**config.mk**
```make
export PLATFORM = sky130hd
export DESIGN_NAME = core_inst_ctrl
export DESIGN_NICKNAME = d
export VERILOG_FILES = /design/src/rtl/core_pkg.sv /design/src/rtl/inst_field_decode.sv /design/src/rtl/core_inst_ctrl.sv
export SDC_FILE = /design/constraint.sdc
export NUM_CORES = 1
export LEC_CHECK = 0
export BUFFER_PORTS_ARGS = -buffer_cell sky130_fd_sc_hd__buf_2
export CAP_MARGIN = 20
export CORE_MARGIN = 5
export CORE_UTILIZATION = 30
export CTS_BUF_LIST = sky130_fd_sc_hd__clkbuf_4
export CTS_CLUSTER_DIAMETER = 50
export DETAILED_ROUTE_END_ITERATION = 7
export SLEW_MARGIN = 20
export SYNTH_ARGS = -nofsm -noshare
export SYNTH_HDL_FRONTEND = slang
export SYNTH_SLANG_ARGS = --single-unit
```
**constraint.sdc**
```tcl
create_clock -name clk -period 2.65 [get_ports clk]
set_clock_uncertainty 0.2 [all_clocks]
set_input_delay 0.795 -clock clk [delete_from_list [all_inputs] [get_ports clk]]
set_output_delay 0.795 -clock clk [all_outputs]
set_load 0.05 [all_outputs]
```
**src/rtl/core_pkg.sv**
```systemverilog
// core_pkg: instruction bit positions, mode FSM states and err flag indices
// shared by core_inst_ctrl and its field decoder.
package core_pkg;

    localparam int B_DEBUG     = 63;
    localparam int B_L1_WR     = 37;
    localparam int B_MODE      = 36;
    localparam int B_REN_P     = 35;
    localparam int B_SFU       = 34;
    localparam int B_ACC       = 33;
    localparam int B_CEN_P     = 32;
    localparam int B_WEN_P     = 31;
    localparam int B_AP_LO     = 20;
    localparam int B_CEN_X     = 19;
    localparam int B_WEN_X     = 18;
    localparam int B_AX_LO     = 7;
    localparam int B_OFIFO_RD  = 6;
    localparam int B_IFIFO_WR  = 5;
    localparam int B_IFIFO_RD  = 4;
    localparam int B_L0_RD     = 3;
    localparam int B_L0_WR     = 2;
    localparam int B_EXEC      = 1;
    localparam int B_LOAD      = 0;

    localparam int ERR_MODE      = 2;
    localparam int ERR_CONFLICT  = 1;
    localparam int ERR_UNDERFLOW = 0;

    typedef enum logic [1:0] {RUN, ACTIVE, DRAIN} state_t;

endpackage

```
**src/rtl/inst_field_decode.sv**
```systemverilog
// inst_field_decode: combinational field extraction, mode routing of the array
// bits, and conflict/underflow detection with strobe suppression.
module inst_field_decode
    import core_pkg::*;
#(
    parameter int ADDR_W = 11
) (
    input  logic [63:0]       i_inst,
    input  logic              i_mode_os,
    input  logic              i_ofifo_valid,
    output logic [ADDR_W-1:0] o_a_xmem,
    output logic [ADDR_W-1:0] o_a_pmem,
    output logic              o_ififo_wr,
    output logic              o_l0_wr,
    output logic              o_l1_wr,
    output logic              o_ofifo_rd,
    output logic              o_ws_execute,
    output logic              o_ws_load,
    output logic              o_os_pass_psum,
    output logic              o_os_accumulate,
    output logic              o_conflict,
    output logic              o_underflow,
    output logic [2:0]        o_drops
);
    logic w_fill_clash;
    logic w_both_ws;
    logic w_unused;

    assign w_unused = ^{i_inst[63:38], i_inst[36:31], i_inst[4:3]};

    always_comb begin
        o_a_xmem        = i_inst[B_AX_LO +: ADDR_W];
        o_a_pmem        = i_inst[B_AP_LO +: ADDR_W];
        // an xmem write owns the read-data path, so no fill may ride along
        w_fill_clash    = !i_inst[B_CEN_X] && !i_inst[B_WEN_X]
                          && (i_inst[B_L0_WR] || i_inst[B_L1_WR] || i_inst[B_IFIFO_WR]);
        w_both_ws       = !i_mode_os && i_inst[B_EXEC] && i_inst[B_LOAD];
        o_ififo_wr      = i_inst[B_IFIFO_WR] && !w_fill_clash;
        o_l0_wr         = i_inst[B_L0_WR] && !w_fill_clash;
        o_l1_wr         = i_inst[B_L1_WR] && !w_fill_clash && i_mode_os;
        o_ofifo_rd      = i_inst[B_OFIFO_RD] && i_ofifo_valid;
        o_ws_execute    = !i_mode_os && i_inst[B_EXEC] && !i_inst[B_LOAD];
        o_ws_load       = !i_mode_os && i_inst[B_LOAD];
        o_os_pass_psum  = i_mode_os && i_inst[B_EXEC];
        o_os_accumulate = i_mode_os && i_inst[B_LOAD];
        o_conflict      = w_fill_clash || (!i_mode_os && i_inst[B_L1_WR]) || w_both_ws;
        o_underflow     = i_inst[B_OFIFO_RD] && !i_ofifo_valid;
        o_drops         = {2'b0, i_inst[B_IFIFO_WR] && !o_ififo_wr}
                        + {2'b0, i_inst[B_L0_WR] && !o_l0_wr}
                        + {2'b0, i_inst[B_L1_WR] && !o_l1_wr}
                        + {2'b0, o_underflow}
                        + {2'b0, w_both_ws};
    end

endmodule

```
**src/rtl/core_inst_ctrl.sv**
```systemverilog
// core_inst_ctrl: registers and decodes the 64-bit core instruction, owns the WS/OS
// mode FSM and sticky errors. CORE_INST_CTRL_PERF_EN adds op_cnt/drop_cnt counters.
module core_inst_ctrl
    import core_pkg::*;
#(
    parameter int ADDR_W        = 11,
    parameter int DRAIN_CYC     = 16,
    parameter bit RESET_MODE_OS = 1'b1
) (
    input  logic              clk,
    input  logic              reset_n,
    input  logic [63:0]       inst,
    input  logic              ofifo_valid,
    output logic              CEN_xmem,
    output logic              WEN_xmem,
    output logic              CEN_pmem,
    output logic              WEN_pmem,
    output logic [ADDR_W-1:0] A_xmem,
    output logic [ADDR_W-1:0] A_pmem,
    output logic              REN_pmem,
    output logic              acc,
    output logic              sfu_passthrough,
    output logic              debug,
    output logic              ofifo_rd,
    output logic              ififo_rd,
    output logic              l0_rd,
    output logic              ififo_wr,
    output logic              l0_wr,
    output logic              l1_wr,
    output logic              ws_execute,
    output logic              ws_load,
    output logic              os_pass_psum,
    output logic              os_accumulate,
    output logic              mode_os,
    output logic              busy,
`ifdef CORE_INST_CTRL_PERF_EN
    output logic [31:0]       op_cnt,
    output logic [15:0]       drop_cnt,
`endif
    output logic [2:0]        err
);
    localparam int CW = $clog2(DRAIN_CYC + 1);

    state_t            r_state, w_state_nxt;
    logic [CW-1:0]     r_cnt, w_cnt_nxt;
    logic [2:0]        r_fill;
    logic              w_op, w_mode_nxt;
    logic [2:0]        w_err_set;
    logic [ADDR_W-1:0] w_a_xmem, w_a_pmem;
    logic              w_ififo_wr, w_l0_wr, w_l1_wr, w_ofifo_rd;
    logic              w_ws_execute, w_ws_load, w_os_pass_psum, w_os_accumulate;
    logic              w_conflict, w_underflow;
    logic [2:0]        w_drops;

    assign w_op = inst[B_EXEC] || inst[B_LOAD];

    inst_field_decode #(.ADDR_W(ADDR_W)) u_dec (
        .i_inst          (inst),
        .i_mode_os       (w_mode_nxt),
        .i_ofifo_valid   (ofifo_valid),
        .o_a_xmem        (w_a_xmem),
        .o_a_pmem        (w_a_pmem),
        .o_ififo_wr      (w_ififo_wr),
        .o_l0_wr         (w_l0_wr),
        .o_l1_wr         (w_l1_wr),
        .o_ofifo_rd      (w_ofifo_rd),
        .o_ws_execute    (w_ws_execute),
        .o_ws_load       (w_ws_load),
        .o_os_pass_psum  (w_os_pass_psum),
        .o_os_accumulate (w_os_accumulate),
        .o_conflict      (w_conflict),
        .o_underflow     (w_underflow),
        .o_drops         (w_drops)
    );

    always_ff @(posedge clk or negedge reset_n) begin
        if (!reset_n) begin
            r_state <= RUN;
            r_cnt   <= '0;
            mode_os <= RESET_MODE_OS;
        end else begin
            r_state <= w_state_nxt;
            r_cnt   <= w_cnt_nxt;
            mode_os <= w_mode_nxt;
        end
    end

    always_comb begin
        w_state_nxt = r_state;
        w_cnt_nxt   = r_cnt;
        if (w_op) begin
            w_state_nxt = ACTIVE;
            w_cnt_nxt   = CW'(DRAIN_CYC);
        end else if (r_state == ACTIVE) begin
            w_state_nxt = DRAIN;
            w_cnt_nxt   = CW'(DRAIN_CYC);
        end else if (r_state == DRAIN) begin
            w_state_nxt = (r_cnt == '0) ? RUN : DRAIN;
            w_cnt_nxt   = (r_cnt == '0) ? r_cnt : r_cnt - 1'b1;
        end
    end

    // a mode change commits only from RUN and then governs this same instruction
    always_comb begin
        busy                    = r_state != RUN;
        w_mode_nxt              = busy ? mode_os : inst[B_MODE];
        w_err_set               = '0;
        w_err_set[ERR_MODE]     = busy && (inst[B_MODE] != mode_os);
        w_err_set[ERR_CONFLICT] = w_conflict;
        w_err_set[ERR_UNDERFLOW] = w_underflow;
    end

    always_ff @(posedge clk or negedge reset_n) begin
        if (!reset_n) begin
            CEN_xmem        <= 1'b1;
            WEN_xmem        <= 1'b1;
            CEN_pmem        <= 1'b1;
            WEN_pmem        <= 1'b1;
            A_xmem          <= '0;
            A_pmem          <= '0;
            REN_pmem        <= 1'b0;
            acc             <= 1'b0;
            sfu_passthrough <= 1'b0;
            debug           <= 1'b0;
            ofifo_rd        <= 1'b0;
            ififo_rd        <= 1'b0;
            l0_rd           <= 1'b0;
            ws_execute      <= 1'b0;
            ws_load         <= 1'b0;
            os_pass_psum    <= 1'b0;
            os_accumulate   <= 1'b0;
            r_fill          <= '0;
            {l1_wr, l0_wr, ififo_wr} <= '0;
            err             <= '0;
        end else begin
            CEN_xmem        <= inst[B_CEN_X];
            WEN_xmem        <= inst[B_WEN_X];
            CEN_pmem        <= inst[B_CEN_P];
            WEN_pmem        <= inst[B_WEN_P];
            A_xmem          <= w_a_xmem;
            A_pmem          <= w_a_pmem;
            REN_pmem        <= inst[B_REN_P];
            acc             <= inst[B_ACC];
            sfu_passthrough <= inst[B_SFU];
            debug           <= inst[B_DEBUG];
            ofifo_rd        <= w_ofifo_rd;
            ififo_rd        <= inst[B_IFIFO_RD];
            l0_rd           <= inst[B_L0_RD];
            ws_execute      <= w_ws_execute;
            ws_load         <= w_ws_load;
            os_pass_psum    <= w_os_pass_psum;
            os_accumulate   <= w_os_accumulate;
            // fills wait one extra cycle for the xmem read data
            r_fill          <= {w_l1_wr, w_l0_wr, w_ififo_wr};
            {l1_wr, l0_wr, ififo_wr} <= r_fill;
            err             <= err | w_err_set;
        end
    end

`ifdef CORE_INST_CTRL_PERF_EN
    logic [16:0] w_drop_sum;

    assign w_drop_sum = {1'b0, drop_cnt} + 17'(w_drops);

    always_ff @(posedge clk or negedge reset_n) begin
        if (!reset_n) begin
            op_cnt   <= '0;
            drop_cnt <= '0;
        end else begin
            if ((ws_execute || ws_load || os_pass_psum || os_accumulate) && op_cnt != '1)
                op_cnt <= op_cnt + 1'b1;
            drop_cnt <= w_drop_sum[16] ? '1 : w_drop_sum[15:0];
        end
    end
`endif

endmodule

```
### After elaboration in Yosys (flattened, before gate mapping)

Index checks and enable logic that the tools add are counted.

* flip-flop bits (word level): 54
* latch bits: 0
* RAM bits: 0
* memory bits (read-only): 0
* input bits: 67
* output and inout port bits: 45
* logic and storage cells: 71
* memories kept: 0

* $add $sub $neg: 1
* $mul: 0
* div/mod/pow operators: 0
* $lt $le $gt $ge: 0
* equality and inequality tests: 4
* shift operators: 0
* muxes and demuxes: 9
* bitwise gates (word level): 1
* reduce and logical (&&, ||, !) cells: 31

Operators by type and width (count)
* 2-to-1 mux 5 bit: 4
* logical AND 1 bit: 16
* 2-to-1 mux 2 bit: 4
* logical NOT 1 bit: 6
* logical NOT 5 bit: 1
* logical OR 1 bit: 5
* subtractor 5 x 1 -> 5 bit (second input constant): 1
* != test 3 bit (second input constant): 1
* OR 3 bit: 1
* nonzero test 3 bit: 1
* equality test 2 x 1 -> 1 bit (second input constant): 1
* equality test 2 bit (second input constant): 1
* AND reduction 2 bit: 1
* nonzero test 2 bit: 1
* 2-to-1 mux 1 bit: 1
* != test 1 bit: 1

### Logic depth before layout (Yosys ltp)

Gate-level depths: netlist of the first run.

* depth in word-level cells: 7
* mapped depth: 5
* depth with buffers taken out: 5

### Cells and area by module

Synthesis of the first run repeated with hierarchy kept, for this count alone.

* cells, all modules: 136
* area total of the unflattened synthesis: 1918.1 sq um

By module, submodules not included
* core_inst_ctrl: instances 1, cells each 89, area an instance 1575.3 sq um, seq. area each 1357.6 sq um
* inst_field_decode: instances 1, cells each 47, area an instance 342.8 sq um, seq. area each 0.0 sq um

### Worst setup path before layout of the first run

No wires, ideal clock.

* kind: reg2out
* from: register r_state[1]
* to: output port busy
* data arrival time: 0.815 ns
* required time: 1.655 ns
* slack: 0.840 ns
* cell stages (with the launch flop): 3
* buffers on the path: 0
* cells stage by stage: dfrtp_1 nor2_1 inv_1

* longest elaborated chain between the ends: 1

RTL lines
* start: declaration: RTL line core_inst_ctrl.sv:44 `state_t r_state, w_state_nxt;`
* start signal: assignment: RTL line core_inst_ctrl.sv:82 `r_state <= w_state_nxt;`
* nonzero test 2 bit: RTL line core_inst_ctrl.sv:105 `busy = r_state != RUN;`
* end: declaration: RTL line core_inst_ctrl.sv:35 `output logic busy,`

No other way between the ends.

### Worst setup path after layout of the first run

Ends and elaborated chain as after synthesis.

==> run metrics, run 1 <==
number of gates resized after CTS 0; Synth cell types 23; CTS H-tree lvls 2; RSZ-0062 raised after global routing no; Initial Util 0.304; syn_area_per_cell about 16 µm²; WL per Instance 12.5 µm; relative slew slack 0.627; mapped cell area 1650 µm²; initial DRC count 22; Max Slew Vio Count 0; Via Count about 1,100; syn_nets ~170; DRT antenna net count 0; Synth warnings 0; cts hold-fix bufs 0; Post-Route WL 3380 µm; top_reg_cell synth dfrtp_1; # DRC 0; Final WS setup about 0.36 ns; hold crit path type primary input to asynchronous set/reset pin; VDD IR max 0.284 mV; initial antenna violation count 0; worst path required time 1.66 ns; final hold vios 0; DP HPWL between 2000 and 3000 µm; startpoint types register; CP arrival approximately 1.3 ns; Layout Nets 266; first-pass GRT wire length roughly 5500 µm; number of global-route vias before repair around 1,200; Final min period between 2 and 2.5 ns; Die Width roughly 84 µm; Placer Congestion 0.704; Core ar. roughly 5400 µm²; hold slack 0.163 ns; DR vias/cell a little over 4; setup tns final 0 ns; commonest non-fill, non-tap cell in the layout buf_2; CP Capture Type output pin; clock sink total 54; Least-Margin Pin Slew about 0.56 ns; share of layout cells above drive strength 1 0.513; IO buf count 86; clock root buffer clkbuf_4; most frequent cells in the layout 86 x buf_2, 49 x dfrtp_1, 6 x inv_1, 6 x a21oi_1; Leak between 1 and 1.5 nW; worst-skew pair later-pin latency 0.36 ns; CP Max Fanout 5; post-CTS setup buffers 0; Fmax ~0.44 GHz; site row count 27; Max-Cap Viols 0; period utilisation layout 0.865; area delta synth->final 37.8%; status finished clean; Post-synth EDFFs 0; Post-Syn Instances roughly 100; total CTS buffers 5; Crit Path Category register to output pin; Die Footprint slightly above 7000 µm²; asr flop ratio synth 1.00; GRT Util Overall 0.0983; Setup WS pre-CTS about 0.76 ns; Cell Pwr Density about 700 nW/µm²; Die Y between 80 and 90 µm; largest net degree at the start of global routing 26; DRT Pass-1 Iters 4; Ports 112; sequential area share after synthesis 0.821; ANT cells 0; Final Setup Violations 0; Reg clk slew, reported paths ~0.15 ns; register bit total from synthesis 54; clk buf depth 2; grt ovf 0; total chip power about 1.6 mW; CTS tree done
[report_power, final]
part / leakage (nW) / total [mW] / switching [mW] / internal [mW]
registers: 0.633 / 0.886 / 0.0133 / 0.873
logic: 0.466 / 0.275 / 0.208 / 0.0670
clock network: 0.0450 / 0.439 / 0.243 / 0.196
[cell type report]
type                       count  area [µm²]
multi-input combinational     43         274
tap                           72        90.1
sequential                    54        1360
timing repair buffer          88         458
clock buffer                   5        37.5
inverter                       6        22.5
clock inverter                 3        40.0
fill                         525        3160
[final timing paths]
path | start | end | slack (ns) | cells after the start
min in group clk | r_fill[1] | l0_wr | 0.17 | 0
worst max register to register | r_cnt[0] | r_cnt[3] | 0.89 | 5
max in group asynchronous | reset_n | WEN_pmem | 1.48 | 2
worst max-delay path | r_state[1] | busy | 0.36 | 3
worst min-delay path | reset_n | ififo_wr | 0.16 | 1
worst min register to register | r_fill[1] | l0_wr | 0.17 | 0
[metal layers]
metal	share of wire	up-vias	routed length, µm	track usage
li1	-	529	-	-
met1	0.40	531	1350	0.119
met2	0.47	54	1610	0.151
met3	0.11	5	380	0.0491
met4	0.013	0	44	0.0351
met5	0	-	0	0
[synthesized netlist by cell type, types with 2 or more instances]
master,count,area share
and2_1,4,0.015
nor3b_1,2,0.0091
nand2b_1,2,0.0076
nor2_1,3,0.0068
a21oi_1,6,0.018
dfstp_2,5,0.079
o21ai_0,4,0.012
or3_1,4,0.015
nand2_1,3,0.0068
nor2b_1,3,0.011
inv_1,6,0.014
or4_1,2,0.0091
dfrtp_1,49,0.74
[metrics by stage]
stage / cells / util / cell area (µm²)
after floorplan: 103 / - / 1650
after global placement: 263 / 0.405 / 2200
after detailed placement: 263 / 0.405 / 2200
after CTS: 271 / 0.419 / 2280
after global routing: 271 / 0.419 / 2280
final: 271 / 0.419 / 2280
[critical path, stage by stage (launching register included)]
cell and delay, ns:
dfrtp_1 0.44, nor2_1 0.23, inv_1 0.06, buf_2 0.21
[cell families after synthesis]
family                     after synthesis  synth area share
AOI/OAI and AO/OA                       15            0.0537
xor gates and xnor gates                 1           0.00530
adders and majority gates                1           0.00756
buffers and inverters                    6            0.0136
DFF                                     54             0.821
muxes                                    1           0.00605
and+or+nand+nor                         25            0.0930
[registers in the layout (all words and copies together), names as in the netlist, 2 cells and up]
signal   cells
r_state      2
err          3
r_fill       3
A_pmem      11
r_cnt        5
A_xmem      11
Power figures use the tool's default switching activity.
==> run 2, diff against run 1 <==
Settings changed: SLEW_MARGIN 20 to unset, SYNTH_HIERARCHICAL set to 1.
==> run 2 against run 1 <==
Net effect:
- worst setup slack better by 0.027 ns
- non-clock buffer count is 1 lower
- sequential power about the same
- maximum frequency grew 1.2%
- power decreased by 4.2%
- routed wire length up 3.4%
- first-iteration DRC count rose by 86%
- critical path depth unchanged
- synthesized cell count increased by 22%
- sequential share of layout area increased by 0.066 points
- final cell count up 1.1%
- die area up 9.8%
- critical endpoint unchanged
- highest routed layer unchanged
==> run metrics, run 2 <==
grt ovf 0 (unchanged); number of global-route vias before repair 1,250 (+7.9%); CP Capture Type output pin; post-CTS setup buffers 0 (unchanged); clk buf depth 2 (unchanged); flop2flop setup slack 0.83 ns (-0.06 ns); Placer Congestion 0.749 (+6.4%); Cell Pwr Density 673 nW/µm² (-4.1%); DRT antenna net count 0 (unchanged); Sw Ratio 0.309 (+0.0191); CP arrival 1.27 ns (-0.03 ns); Post-DP Area 2220 µm² (+0.74%); clock network power share 0.238 (-0.037); startpoint types register; hold crit path type register to register; Setup WS pre-CTS 0.641 ns (-0.118 ns); DR vias/cell 4.12 (-0.30%); syn_area_per_cell 14.6 µm² (-9.1%); Post-Route WL 3500 µm (+3.4%); DRT Pass-1 Iters 4 (unchanged); syn_nets 194 (+13%); Core ar. 5960 µm² (+9.5%); mapped cell area 1840 µm² (+11%); commonest non-fill, non-tap cell in the layout buf_2; worst-skew pair later-pin latency 0.35 ns (about the same); period utilisation layout 0.854 (-0.0104); Initial Util 0.309 (+0.00471); WL per Instance 12.8 µm (+2.3%); Crit Path Category register to output pin; area delta synth->final 23.8%; VDD IR max 0.349 mV (+23%); CP Launch Point r_state[0]; status finished clean; final hold vios 0 (unchanged); Post-Syn Instances 126 (+22%); Via Count 1,128 (+0.80%); clock root buffer clkbuf_4; met3 Use GR 0.0717 (+0.0226); NetSw 474 µW (+2.1%); ANT cells 0 (unchanged); largest net degree at the start of global routing 55 (+110%); Die Width 88.3 µm (+4.8%); grt met2 use 0.142 (-0.00928); combinational share of power 0.184 (+0.012); GRT Util Overall 0.0978 (-0.000576); share of layout cells above drive strength 1 0.528 (+0.0151); launching point of the worst reg2reg path r_cnt[0]; IO buf count 86 (unchanged); Final WS setup 0.386 ns (+0.0275 ns); first-pass GRT wire length 5730 µm (+3.4%); relative slew slack 0.583 (-0.0442); Most Crowded Layer GR met2; Final min period 2.26 ns (-0.0275 ns); most frequent cells in the layout 86 x buf_2, 49 x dfrtp_1, 6 x clkbuf_4; Pint 1.06 mW (-6.8%); # DRC 0 (unchanged); Synth warnings 6 (+6); Max Slew Vio Count 0 (unchanged); number of gates resized after CTS 0 (unchanged); Fmax 0.442 GHz (+1.2%); Die Y 88.3 µm (+4.8%); final core utilization 0.382 (-0.0368); cts hold-fix bufs 0 (unchanged); initial antenna violation count 0 (unchanged); CP Max Fanout 5 (unchanged); CTS tree done; RSZ-0062 raised after global routing no; total CTS buffers 5 (unchanged); Finished Cell Area 2280 µm² (-0.11%); clock sink total 54 (unchanged); CTS H-tree lvls 2 (unchanged); Reg clk slew, reported paths 0.15 ns (about the same); Leak 1.13 nW (-1.2%); worst r2r path cells 5 (unchanged); GR Util met1 0.111 (-0.00853); Worst setup endpoint busy; Flop pwr share 0.578 (+0.024); site row count 28 (+3.7%); worst path required time 1.66 ns (about the same); DP HPWL 2600 µm (-1.3%); largest registers A_pmem (11), A_xmem (11), r_cnt (5); Least-Margin Pin Slew 0.624 ns (+0.0661 ns); r2r endpoint r_cnt[0]; Max-Cap Viols 0 (unchanged); Layout Nets 266 (unchanged); setup tns final 0 ns (unchanged); Die Footprint 7800 µm² (+9.8%); Ports 112 (unchanged); Final Setup Violations 0 (unchanged); initial DRC count 41 (+86%); hold slack 0.168 ns (+0.00534 ns)
## run 2: cell type report
class | count | area [µm²]
Tap cell | 75 | 93.8
Inverter | 5 | 18.8
Clock buffer | 6 | 45.0
Multi-Input combinational cell | 45 | 298
Clock inverter | 2 | 13.8
Sequential cell | 54 | 1360
Fill cell | 615 | 3680
Timing Repair Buffer | 87 | 450
## run 2: worst max-delay path, cell delays in order, from the launching register on
cell,delay [ns]
dfrtp_1,0.44
nor2_1,0.21
inv_1,0.06
buf_2,0.21
## run 2: how the worst min path moves through the flow
stage	end	slack (ns)	cells after the start	from
CTS	l1_wr	0.17	0	r_fill[2]
finish	l1_wr	0.17	0	r_fill[2]
global route	A_pmem[4]	0.17	2	reset_n
floorplan	ififo_wr	0.13	0	r_fill[0]
detailed placement	l1_wr	0.14	0	r_fill[2]
global placement	ififo_wr	0.14	0	r_fill[0]
## run 2: stage by stage
| step | power, mW | instances |
|---|---|---|
| 3_5_place_dp | 1.19 | 266 |
| 6_report | 1.53 | 274 |
| 4_1_cts | 1.56 | 274 |
| 2_1_floorplan | 1.11 | 126 |
| 3_3_place_gp | 1.19 | 266 |
| 5_1_grt | 1.62 | 274 |
## run 2: routing by layer
layer | part of all wire | routed length, µm
met1 | 0.38 | 1320
met2 | 0.43 | 1490
met3 | 0.18 | 624
met4 | 0.017 | 58
met5 | 0 | 0
## run 2: power by group through the flow
stage | logic, mW | clock network [mW] | registers (mW)
2_1_floorplan | 0.0576 | 0 | 1.05
3_3_place_gp | 0.286 | 0 | 0.902
3_5_place_dp | 0.288 | 0 | 0.902
4_1_cts | 0.288 | 0.385 | 0.887
5_1_grt | 0.301 | 0.427 | 0.893
6_report | 0.282 | 0.365 | 0.886
